`src/rtl/mem_access_unit.sv`:
```
// Load/store initiator for port B of the dual-port word memory: sequences the 2-cycle
// read latency and read-modify-write for sub-word stores. Option: MISALIGN_TRAP_EN.
module mem_access_unit #(
    parameter int ADDR_W = 14,
    parameter int DATA_W = 32
) (
    input  logic              clk,
    input  logic              rst,
    // Handshake: a request transfers on a rising edge where req_valid && req_ready;
    // req_ready is high only in IDLE, so one request is in flight at a time.
    input  logic              req_valid,
    output logic              req_ready,
    input  logic              req_we,
    input  logic [1:0]        req_size,
    input  logic              req_unsigned,
    input  logic [31:0]       req_addr,
    input  logic [DATA_W-1:0] req_wdata,
    output logic              resp_valid,
    output logic [DATA_W-1:0] resp_rdata,
    output logic              resp_err,
    output logic [ADDR_W-1:0] mem_addr,
    output logic [DATA_W-1:0] mem_wdata,
    output logic              mem_we,
    input  logic [DATA_W-1:0] mem_rdata,
    output logic [2:0]        dbg_state
);

    typedef enum logic [2:0] {
        S_IDLE = 3'd0,
        S_RD0  = 3'd1,
        S_RD1  = 3'd2,
        S_RD2  = 3'd3,
        S_WR   = 3'd4,
        S_DONE = 3'd5
`ifdef MISALIGN_TRAP_EN
        , S_ERR = 3'd6
`endif
    } state_t;

    state_t state, next_state;

    logic              lat_we;
    logic [1:0]        lat_size;
    logic              lat_unsigned;
    logic [1:0]        lat_lane;
    logic              accept;
    logic              go_err;
    logic [1:0]        lane_eff;
    logic              unused_addr_hi;

    assign req_ready      = (state == S_IDLE);
    assign accept         = req_valid && req_ready;
    assign dbg_state      = state;
    assign unused_addr_hi = ^req_addr[31:ADDR_W+2];

    // Lane forced to the natural alignment of the access size.
    always_comb begin
        lane_eff = 2'b00;
        case (req_size)
            2'b00:   lane_eff = req_addr[1:0];
            2'b01:   lane_eff = {req_addr[1], 1'b0};
            default: lane_eff = 2'b00;
        endcase
    end

`ifdef MISALIGN_TRAP_EN
    logic misaligned;
    assign misaligned = ((req_size == 2'b01) && req_addr[0]) ||
                        (req_size[1] && (req_addr[1:0] != 2'b00));
    assign go_err     = (next_state == S_ERR);
`else
    assign go_err     = 1'b0;
`endif

    function automatic logic [DATA_W-1:0] extract(input logic [DATA_W-1:0] w,
                                                  input logic [1:0] sz,
                                                  input logic [1:0] lane,
                                                  input logic uns);
        logic [7:0]        b;
        logic [15:0]       h;
        logic [DATA_W-1:0] r;
        b = w[{lane, 3'b000} +: 8];
        h = lane[1] ? w[31:16] : w[15:0];
        case (sz)
            2'b00:   r = {{24{~uns & b[7]}}, b};
            2'b01:   r = {{16{~uns & h[15]}}, h};
            default: r = w;
        endcase
        return r;
    endfunction

    function automatic logic [DATA_W-1:0] merge(input logic [DATA_W-1:0] w,
                                                input logic [1:0] sz,
                                                input logic [1:0] lane,
                                                input logic [DATA_W-1:0] d);
        logic [DATA_W-1:0] r;
        r = w;
        case (sz)
            2'b00:   r[{lane, 3'b000} +: 8]       = d[7:0];
            2'b01:   r[{lane[1], 4'b0000} +: 16]  = d[15:0];
            default: r = d;
        endcase
        return r;
    endfunction

    always_ff @(posedge clk or posedge rst) begin
        if (rst) state <= S_IDLE;
        else     state <= next_state;
    end

    always_comb begin
        next_state = state;
        case (state)
            S_IDLE: begin
                if (accept) begin
`ifdef MISALIGN_TRAP_EN
                    if (misaligned)                  next_state = S_ERR;
                    else if (req_we && req_size[1])  next_state = S_WR;
                    else                             next_state = S_RD0;
`else
                    if (req_we && req_size[1])       next_state = S_WR;
                    else                             next_state = S_RD0;
`endif
                end
            end
            S_RD0:  next_state = S_RD1;
            S_RD1:  next_state = S_RD2;
            S_RD2:  next_state = lat_we ? S_WR : S_DONE;
            S_WR:   next_state = S_DONE;
            S_DONE: next_state = S_IDLE;
`ifdef MISALIGN_TRAP_EN
            S_ERR:  next_state = S_IDLE;
`endif
            default: next_state = S_IDLE;
        endcase
    end

    // Outputs are registered off next_state so they line up with the state they belong to.
    always_ff @(posedge clk or posedge rst) begin
        if (rst) begin
            resp_valid   <= 1'b0;
            resp_rdata   <= '0;
            resp_err     <= 1'b0;
            mem_addr     <= '0;
            mem_wdata    <= '0;
            mem_we       <= 1'b0;
            lat_we       <= 1'b0;
            lat_size     <= 2'b00;
            lat_unsigned <= 1'b0;
            lat_lane     <= 2'b00;
        end else begin
            resp_valid <= (next_state == S_DONE) || go_err;
            resp_err   <= go_err;
            mem_we     <= (next_state == S_WR);
            resp_rdata <= '0;
            if (accept) begin
                lat_we       <= req_we;
                lat_size     <= req_size;
                lat_unsigned <= req_unsigned;
                lat_lane     <= lane_eff;
                if (!go_err) begin
                    mem_addr  <= req_addr[ADDR_W+1:2];
                    mem_wdata <= req_wdata;
                end
            end
            if (state == S_RD2) begin
                if (lat_we) mem_wdata  <= merge(mem_rdata, lat_size, lat_lane, mem_wdata);
                else        resp_rdata <= extract(mem_rdata, lat_size, lat_lane, lat_unsigned);
            end
        end
    end

endmodule
```
`config.mk`:
```
export PLATFORM = sky130hd
export DESIGN_NAME = mem_access_unit
export DESIGN_NICKNAME = d
export VERILOG_FILES = /design/src/rtl/mem_access_unit.sv
export SDC_FILE = /design/constraint.sdc
export NUM_CORES = 1
export LEC_CHECK = 0
export CORE_MARGIN = 4
export CORE_UTILIZATION = 40
export DETAILED_ROUTE_END_ITERATION = 8
export DONT_BUFFER_PORTS = 1
export GPL_ROUTABILITY_DRIVEN = 0
export PLACE_DENSITY = 0.66
export SYNTH_ARGS = -nofsm -noshare
export SYNTH_HDL_FRONTEND = slang
export SYNTH_SLANG_ARGS = --single-unit
```
`constraint.sdc`:
```
create_clock -name clk -period 2.5 [get_ports clk]
set_clock_uncertainty 0.15 [all_clocks]
set_input_delay 0.25 -clock clk [delete_from_list [all_inputs] [get_ports clk]]
set_output_delay 0.25 -clock clk [all_outputs]
set_load 0.02 [all_outputs]
```
==> flow_summary.ini, run 1 <==
[setup_path]
crit_chain = nor2b_1 > o41ai_2 > a221oi_1 > nor2_1
critPathMaxFanout = 20
path_class = register to register
required_ps = 2650
arrival_ps = 2430
slowest_stage = o41ai_2
max_stage_delay_ps = 740
start_kind = register
end_kind = register

[route]
drt_iter0_drc = 290
vias = 3965
routed_wl_mm = 14.88
wl_per_cell_um = 22.62
drtPass1Iterations = 5
ant_nets = 0
viasPerCell = 6.026
drcViolationCount = 0

[clock_network]
postCtsHoldBufs = 86
root_buffer = clkbuf_8
numCtsBuffers = 9
post_cts_buffers = 0
cts-resized-gates = 0
cts_sinks = 89
clockBufferDepth = 2
clkLatencyLatePin_ps = 370
cts.reportedPaths.clkPinSlew_ps = 90
cts_tree = done
ctsHtreeMaxLevel = 3

[sta]
min_period_ps = 2283
timing.setup.tns_ps = 0
hold_viol = 0
period_share = 0.9133
worstMarginPinSlew_ps = 802.9
setup_viol = 0
slew_headroom = 0.4589
timing_max_transition_violations_final = 0
holdWs_ps = 11.97
fmax_mhz = 438.0
rsz0062_at_grt = no

[placement]
dpl.hpwl_mm = 10.19
placed_area_um2 = 4628
place.port_buffers = 0
dp.cells = 556

[grt]
grt_pass1_vias = 4014
grt.total_usage = 0.2282
overflow = 0
grt_pass1_wl_mm = 22.74
grt_max_degree = 54
antenna_found_initial = 0

[flow_run]
maxCapViolCount = 0

[power]
p_comb_frac = 0.368
ir_worst_vdd_v = 0.0004263
switchingPower_w = 0.003020
pwr-share-seq = 0.488
p_int_w = 0.003386
power_density_nw_per_um2 = 1130
leakagePower_nw = 2.558
swShare = 0.4714
clkPwrFrac = 0.144

[floorplanning]
die_area_um2 = 12800
die_h_um = 113.1
pin_count = 188
rows = 38
die_x_um = 113.1
start_util = 0.4079
core_um2 = 10840

[synthesis]
synth_nets = 534
postSynthCellCount = 426
synth.most_common_cell = dfrtp_1
seq_area_frac_synth = 0.5037
ys.flop_type = dfrtp_1
synth_area_um2 = 4422
yosysWarnings = 0
synth_cell_types = 46
synth_edf_count = 0
synth-async-reset-ratio = 1.000
synth_common_cells = 89 x dfrtp_1, 73 x nand2_1, 26 x a21o_1
syn_avg_cell_area_um2 = 10.38
yosys-top-cells-area = dfrtp_1 50%, nand2_1 6.2%, o221a_2 5.9%, a21o_1 4.4%, a221o_1 3.6%
yosys.area.top_type = dfrtp_1
ys_seq_elements = 89
netlist.area_leader.share = 0.5037

[finish]
seq_area_um2 = 2227
drive_gt1_frac = 0.1506
nets = 621
fin_area_um2 = 5669
diodes = 0
layout-area-overhead-vs-synth_pct = 28.21
num-fill-cells = 946
stdcell_count = 658
multi_input_area_um2 = 2027

[outcome]
outcome = completed

[hold_path]
hold_path.class = input pin to register
-- final timing paths --
check                           cells after the start  slack [ps]                     from                        end
worst max register to register                      4         220  lat_size[0]$_DFFE_PP0N_  mem_wdata[18]$_DFFE_PP0P_
worst max-delay path                                4         220  lat_size[0]$_DFFE_PP0N_  mem_wdata[18]$_DFFE_PP0P_
worst min register to register                      2         470       lat_we$_DFFE_PP0N_         lat_we$_DFFE_PP0N_
worst min-delay path                                2          10             mem_rdata[6]   mem_wdata[6]$_DFFE_PP0P_
max in group asynchronous                           3        1290                      rst   mem_wdata[7]$_DFFE_PP0P_
min in group asynchronous                           3         340                      rst  mem_wdata[31]$_DFFE_PP0P_
-- placed cells by master (no fill, tap or decap), types with 6 or more instances in the layout --
master,Yosys,layout
a221oi_1,16,16
o22ai_1,8,8
dfrtp_1,89,89
a21oi_1,22,22
o21ai_0,12,12
nor3_1,9,9
mux2_2,8,8
a221o_1,16,16
nand2b_1,6,6
o221a_2,23,23
buf_4,2,23
mux2i_1,9,9
nand2_1,73,73
a31oi_1,9,9
nor2_1,17,17
clkbuf_8,0,10
a211oi_1,9,9
a21o_1,26,26
dlygate4sd3_1,0,86
-- logic make-up after synthesis --
kind of cell    share of synthesized area
compound gates                     0.2691
simple gates                       0.1316
flops                              0.5037
buf+inv                           0.03791
mux                               0.04075
fa+ha+maj                         0.01415
other cells                     0.0008481
xor+xnor                         0.001981
-- power by group through the flow --
stage          logic (W)  registers [W]  clock network [W]
2_1_floorplan    0.00173        0.00292                  0
3_3_place_gp     0.00211        0.00313                  0
3_5_place_dp     0.00221        0.00313                  0
4_1_cts          0.00232        0.00312           0.000944
5_1_grt          0.00258        0.00320            0.00100
6_report         0.00236        0.00313           0.000923
-- state kept, by name, summed over array words and instances, names as in the netlist, 2 cells and up --
name and flops:
dbg_state 3, resp_rdata 32, mem_wdata 32, lat_lane 2
mem_addr 14, lat_size 2
-- worst max-delay path, delay by kind of cell, from the launching register on --
| kind | cells | cell delay (ps) |
|---|---|---|
| and+or+nand+nor | 2 | 440 |
| AOI/OAI and AO/OA | 2 | 1020 |
| DFF | 1 | 600 |
-- routing by layer --
| layer | part of all wire | vias up | global-route usage |
|---|---|---|---|
| met4 | 0.029 | 0 | 0.08734 |
| met1 | 0.43 | 1938 | 0.2947 |
| li1 | - | 1776 | - |
| met5 | 0 | - | 0 |
| met3 | 0.071 | 39 | 0.05882 |
| met2 | 0.48 | 212 | 0.3689 |
-- through the flow --
step | utilization | setup slack (ps) | power (W)
2_1_floorplan | - | 230.9 | 0.004651
6_report | 0.5230 | 216.7 | 0.006406
3_3_place_gp | 0.4269 | 302.4 | 0.005237
4_1_cts | 0.5230 | 245.4 | 0.006383
3_5_place_dp | 0.4269 | 246.4 | 0.005341
5_1_grt | 0.5230 | 87.45 | 0.006775
-- layout make-up --
class | instances | area share
clock buffer | 10 | 0.02428
clock inverter | 6 | 0.007504
inverter | 6 | 0.004635
multi-input combinational | 298 | 0.3575
sequential | 89 | 0.3928
tap | 140 | 0.03090
timing repair buffer | 109 | 0.1823
(Power assumes the default switching activity.)
==> run 2: changes to the inputs <==
--- a/config.mk
+++ b/config.mk
@@ -10,7 +10,7 @@
 export DETAILED_ROUTE_END_ITERATION = 8
 export DONT_BUFFER_PORTS = 1
 export GPL_ROUTABILITY_DRIVEN = 0
-export PLACE_DENSITY = 0.66
+export RECOVER_POWER = 50
 export SYNTH_ARGS = -nofsm -noshare
 export SYNTH_HDL_FRONTEND = slang
 export SYNTH_SLANG_ARGS = --single-unit
==> run 2 against run 1 <==
Compared with the run above: global-route usage grew 0.47 points; die area is the same; wire length is essentially flat; highest routed layer unchanged; total power grew 1.5%.
==> flow_summary.ini, run 2 (same netlist as run 1, synthesis figures left out) <==
[outcome]
outcome = completed

[setup_path]
slowest_stage = o41ai_2
start_kind = register
max_stage_delay_ps = 800
arrival_ps = 2490
path_class = register to register
end_kind = register
crit_chain = buf_12 > ha_1 > inv_1 > o41ai_2 > a221oi_1 > nor2_1
required_ps = 2670
crit_start = lat_lane[1]$_DFFE_PP0N_
r2r_start = lat_lane[1]$_DFFE_PP0N_
critPathMaxFanout = 37

[clock_network]
cts-resized-gates = 0
cts.reportedPaths.clkPinSlew_ps = 100
root_buffer = clkbuf_8
cts_sinks = 89
numCtsBuffers = 9
post_cts_buffers = 0
ctsHtreeMaxLevel = 3
clkLatencyLatePin_ps = 380
cts_tree = done
clockBufferDepth = 2

[grt]
grt_pass1_wl_mm = 23.09
grt_pass1_vias = 4061
grt.total_usage = 0.2330
antenna_found_initial = 0
overflow = 0
grt_max_degree = 49

[route]
wl_per_cell_um = 22.70
drtPass1Iterations = 5
viasPerCell = 5.992
vias = 3931
ant_nets = 0
drt_iter0_drc = 297
drcViolationCount = 0
routed_wl_mm = 14.89

[sta]
period_share = 0.9301
hold_viol = 0
min_period_ps = 2325
timing_max_transition_violations_final = 0
timing.setup.tns_ps = 0
rsz0062_at_grt = no
slew_headroom = 0.2010
worstMarginPinSlew_ps = 1199
setup_viol = 0
holdWs_ps = 11.90
fmax_mhz = 430.0

[floorplanning]
die_h_um = 113.1
start_util = 0.4079
rows = 38
die_x_um = 113.1
die_area_um2 = 12800
pin_count = 188
core_um2 = 10840

[finish]
diodes = 0
fin_area_um2 = 5694
nets = 619
multi_input_area_um2 = 2027
num-fill-cells = 985
reg.largest.list = mem_wdata: 32 flops, resp_rdata: 32 flops, mem_addr: 14 flops
drive_gt1_frac = 0.1453
fin_util = 0.5253
layout_commonest_cell = dfrtp_1
final_cell_mix = 89 x dfrtp_1, 86 x dlygate4sd3_1, 73 x nand2_1
seq_area_um2 = 2227
layout-area-overhead-vs-synth_pct = 28.78

[hold_path]
hold_path.class = input pin to register
min_from = mem_rdata[7]

[power]
power_density_nw_per_um2 = 1142
leakagePower_nw = 2.567
switchingPower_w = 0.003012
pwr-share-seq = 0.483
swShare = 0.4632
p_int_w = 0.003491
ir_worst_vdd_v = 0.0004350
p_comb_frac = 0.359
clkPwrFrac = 0.158

[placement]
dpl.hpwl_mm = 10.37
place.port_buffers = 0
placed_area_um2 = 4638

[flow_run]
maxCapViolCount = 0
[run 2: area by class of cell]
cell class,count,area share
Inverter,6,0.004614
Tap cell,140,0.03076
Multi-Input combinational cell,298,0.3560
Clock buffer,10,0.02417
Timing Repair Buffer,107,0.1817
Sequential cell,89,0.3911
Clock inverter,6,0.01165
[run 2: what timing repair did]
item | CTS | global route
hold buffers | 86 | 0
hold endpoints to repair | 174 | 0
setup endpoints to repair | 0 | 0
[run 2: worst max-delay path: cells and delay by family (launching register included)]
| kind | cells | cell delay, ps |
|---|---|---|
| AOI/OAI and AO/OA | 2 | 1070 |
| DFF | 1 | 400 |
| buffers and inverters | 2 | 270 |
| adders and majority gates | 1 | 200 |
| and+or+nand+nor | 1 | 150 |
[run 2: through the flow]
| step | instances | setup slack (ps) | power [W] |
|---|---|---|---|
| 2_1_floorplan | 426 | 230.9 | 0.004651 |
| 3_3_place_gp | 554 | 254.7 | 0.005267 |
| 3_5_place_dp | 554 | 203.7 | 0.005355 |
| 4_1_cts | 656 | 200.5 | 0.006512 |
| 5_1_grt | 656 | 56.81 | 0.006906 |
| 6_report | 656 | 174.7 | 0.006503 |
[run 2: worst paths after layout]
path | depth (start not counted) | slack, ps | end
setup / recovery | 6 | 170 | mem_wdata[23]$_DFFE_PP0P_
hold / removal | 3 | 10 | resp_rdata[7]$_DFF_PP0_
setup reg to reg | 6 | 170 | mem_wdata[23]$_DFFE_PP0P_
hold reg to reg | 2 | 450 | lat_unsigned$_DFFE_PP0N_
max in group asynchronous | 3 | 830 | lat_unsigned$_DFFE_PP0N_
min in group asynchronous | 3 | 560 | mem_wdata[24]$_DFFE_PP0P_
[run 2: layer usage]
metal  wire length, um  part of all wire  vias to the layer above  GRT usage
met5                 0                 0                        -          0
met4               301             0.020                        0    0.07772
met3              1207             0.081                       26    0.06952
met2              7089              0.48                      197     0.3681
met1              6291              0.42                     1938     0.3068
li1                  -                 -                     1770          -
[run 2: power groups by stage]
stage	sequential [W]	combinational, W	clock (W)
5_1_grt	0.00321	0.00257	0.00112
3_5_place_dp	0.00316	0.00219	0
3_3_place_gp	0.00315	0.00212	0
4_1_cts	0.00314	0.00232	0.00105
6_report	0.00314	0.00233	0.00103
2_1_floorplan	0.00292	0.00173	0
==> run 3: changes to the inputs <==
--- a/config.mk
+++ b/config.mk
@@ -10,6 +10,7 @@
 export DETAILED_ROUTE_END_ITERATION = 8
 export DONT_BUFFER_PORTS = 1
 export GPL_ROUTABILITY_DRIVEN = 0
+export PLACE_DENSITY_LB_ADDON = 0.12
 export RECOVER_POWER = 50
 export SYNTH_ARGS = -nofsm -noshare
 export SYNTH_HDL_FRONTEND = slang
==> run 3 against run 2 <==
Compared with the run above: sequential power about the same; die area unchanged; fmax decreased by 0.51%; core utilization increased by 0.32 points; cell area increased by 0.62%; clock power increased by 9.7%; wire length increased by 0.83%; sequential cell count unchanged; first-iteration DRC count increased by 9.1%; via count decreased by 0.89%.
==> flow_summary.ini, run 3 (same netlist as run 1, synthesis figures left out) <==
[route]
drtPass1Iterations = 6
ant_nets = 0
routed_wl_mm = 15.01
vias = 3896
wl_per_cell_um = 22.85
drcViolationCount = 0
viasPerCell = 5.930
drt_iter0_drc = 324

[outcome]
outcome = completed

[setup_path]
crit_chain = inv_1 > ha_1 > nand2b_1 > nor4b_2 > a221o_1 > o221a_2
start_kind = register
end_kind = register
arrival_ps = 2490
max_stage_delay_ps = 690
slowest_stage = nor4b_2
ff2ff_path_depth = 6
cp.depth = 6
path_class = register to register
critPathMaxFanout = 8
critical_path_buf_inv_count = 1
cpLargestDelayFamily = simple AND/OR/NAND/NOR gates
required_ps = 2660

[floorplanning]
pin_count = 188
rows = 38
die_h_um = 113.1
die_x_um = 113.1
start_util = 0.4079
core_um2 = 10840
die_area_um2 = 12800

[grt]
grt_use_met1 = 0.3194
antenna_found_initial = 0
grt.met3_usage = 0.06364
grt_pass1_wl_mm = 23.66
busiest_layer = met2
grt_pass1_vias = 4016
grt_max_degree = 90
grt_use_met2 = 0.3752
overflow = 0
grt.total_usage = 0.2371

[sta]
timing_max_transition_violations_final = 0
setup_viol = 0
worstMarginPinSlew_ps = 1235
period_share = 0.9349
timing.setup.tns_ps = 0
slew_headroom = 0.1764
hold_viol = 0
min_period_ps = 2337
fmax_mhz = 427.9
rsz0062_at_grt = no

[power]
swShare = 0.4564
ir_worst_vdd_v = 0.0005343
p_int_w = 0.003599
clkPwrFrac = 0.170
leakagePower_nw = 2.581
power_density_nw_per_um2 = 1156
switchingPower_w = 0.003022
p_comb_frac = 0.359
pwr-share-seq = 0.470

[clock_network]
cts.reportedPaths.clkPinSlew_ps = 90
ctsHtreeMaxLevel = 3
clockBufferDepth = 2
clkLatencyLatePin_ps = 360
numCtsBuffers = 9
cts_sinks = 89
root_buffer = clkbuf_8
cts_tree = done

[finish]
final_cell_mix = 89 x dfrtp_1, 86 x dlygate4sd3_1, 73 x nand2_1
stdcell_count = 657
diodes = 0
nets = 620
fin_util = 0.5285
layout-area-overhead-vs-synth_pct = 29.57
num-fill-cells = 955
drive_gt1_frac = 0.1470
reg.largest.list = mem_wdata: 32 flops, resp_rdata: 32 flops, mem_addr: 14 flops
layout_commonest_cell = dfrtp_1

[hold_path]
hold_path.class = input pin to register
hold_path_depth = 3

[placement]
place.port_buffers = 0
dpl.hpwl_mm = 10.27
dp.cells = 555

[flow_run]
maxCapViolCount = 0
## run 3: changes by cell type in the layout (fill, tap and decap cells not counted), sizes merged
| cell | previous run | this run |
|---|---|---|
| buf | 18 | 20 |
| clkinv | 4 | 2 |
| bufinv | 1 | 2 |
| clkbuf | 13 | 12 |
| clkinvlp | 1 | 2 |
## run 3: worst reg2reg max path, cell delays in order (launching register included)
cell and delay [ps]:
dfrtp_1 400, inv_1 120, ha_1 330, nand2b_1 120, nor4b_2 690, a221o_1 300
o221a_2 180
## run 3: final timing paths
check / from / endpoint / slack (ps)
max: lat_lane[1]$_DFFE_PP0N_ / mem_wdata[12]$_DFFE_PP0P_ / 160
min: req_size[1] / dbg_state[0]$_DFF_PP0_ / 7
max reg2reg: lat_lane[1]$_DFFE_PP0N_ / mem_wdata[12]$_DFFE_PP0P_ / 160
min reg2reg: dbg_state[2]$_DFF_PP0_ / resp_valid$_DFF_PP0_ / 450
max in group asynchronous: rst / mem_addr[3]$_DFFE_PP0N_ / 760
min in group asynchronous: rst / mem_wdata[31]$_DFFE_PP0P_ / 670
## run 3: final cells by class
| cell class | instances | area, um^2 | area share |
|---|---|---|---|
| flip-flops and latches | 89 | 2227 | 0.3887 |
| multi-input cells | 298 | 2038 | 0.3558 |
| repair buffers | 108 | 1035 | 0.1806 |
| well taps | 140 | 175.2 | 0.03057 |
| clock buffers | 10 | 137.6 | 0.02402 |
| clock inverters | 6 | 90.09 | 0.01572 |
| inverters | 6 | 26.28 | 0.004586 |
## run 3: repair_timing
| action | in CTS | in global routing |
|---|---|---|
| hold endpoints to repair | 173 | 0 |
| hold buffers | 86 | 0 |
| setup endpoints to repair | 0 | 2 |
| setup buffers | 0 | 0 |
| gates resized for setup | 0 | 1 |
## run 3: per-layer routing
metal | share of wire | vias to the layer above | wire (um)
met5 | 0 | - | 0
met4 | 0.012 | 0 | 187
met3 | 0.085 | 12 | 1281
met2 | 0.47 | 175 | 7027
met1 | 0.43 | 1936 | 6518
li1 | - | 1773 | -
## run 3: power by group through the flow
stage / logic [W] / registers (W) / clock network, W
2_1_floorplan: 0.00173 / 0.00292 / 0
3_3_place_gp: 0.00216 / 0.00313 / 0
3_5_place_dp: 0.00223 / 0.00313 / 0
4_1_cts: 0.00235 / 0.00311 / 0.00116
5_1_grt: 0.00262 / 0.00319 / 0.00122
6_report: 0.00238 / 0.00311 / 0.00113
## run 3: metrics by stage
| stage | setup WS (ps) | hold slack [ps] | instance area [um^2] | total power [W] |
|---|---|---|---|---|
| 4_1_cts | 189.5 | 3.596 | 5734 | 0.006624 |
| 3_5_place_dp | 201.4 | 152.6 | 4646 | 0.005364 |
| 3_3_place_gp | 264.6 | 148.8 | 4646 | 0.005289 |
| 6_report | 162.8 | 6.591 | 5729 | 0.006620 |
| 5_1_grt | 19.28 | 1.096 | 5729 | 0.007030 |
| 2_1_floorplan | 230.9 | 205.4 | 4425 | 0.004651 |
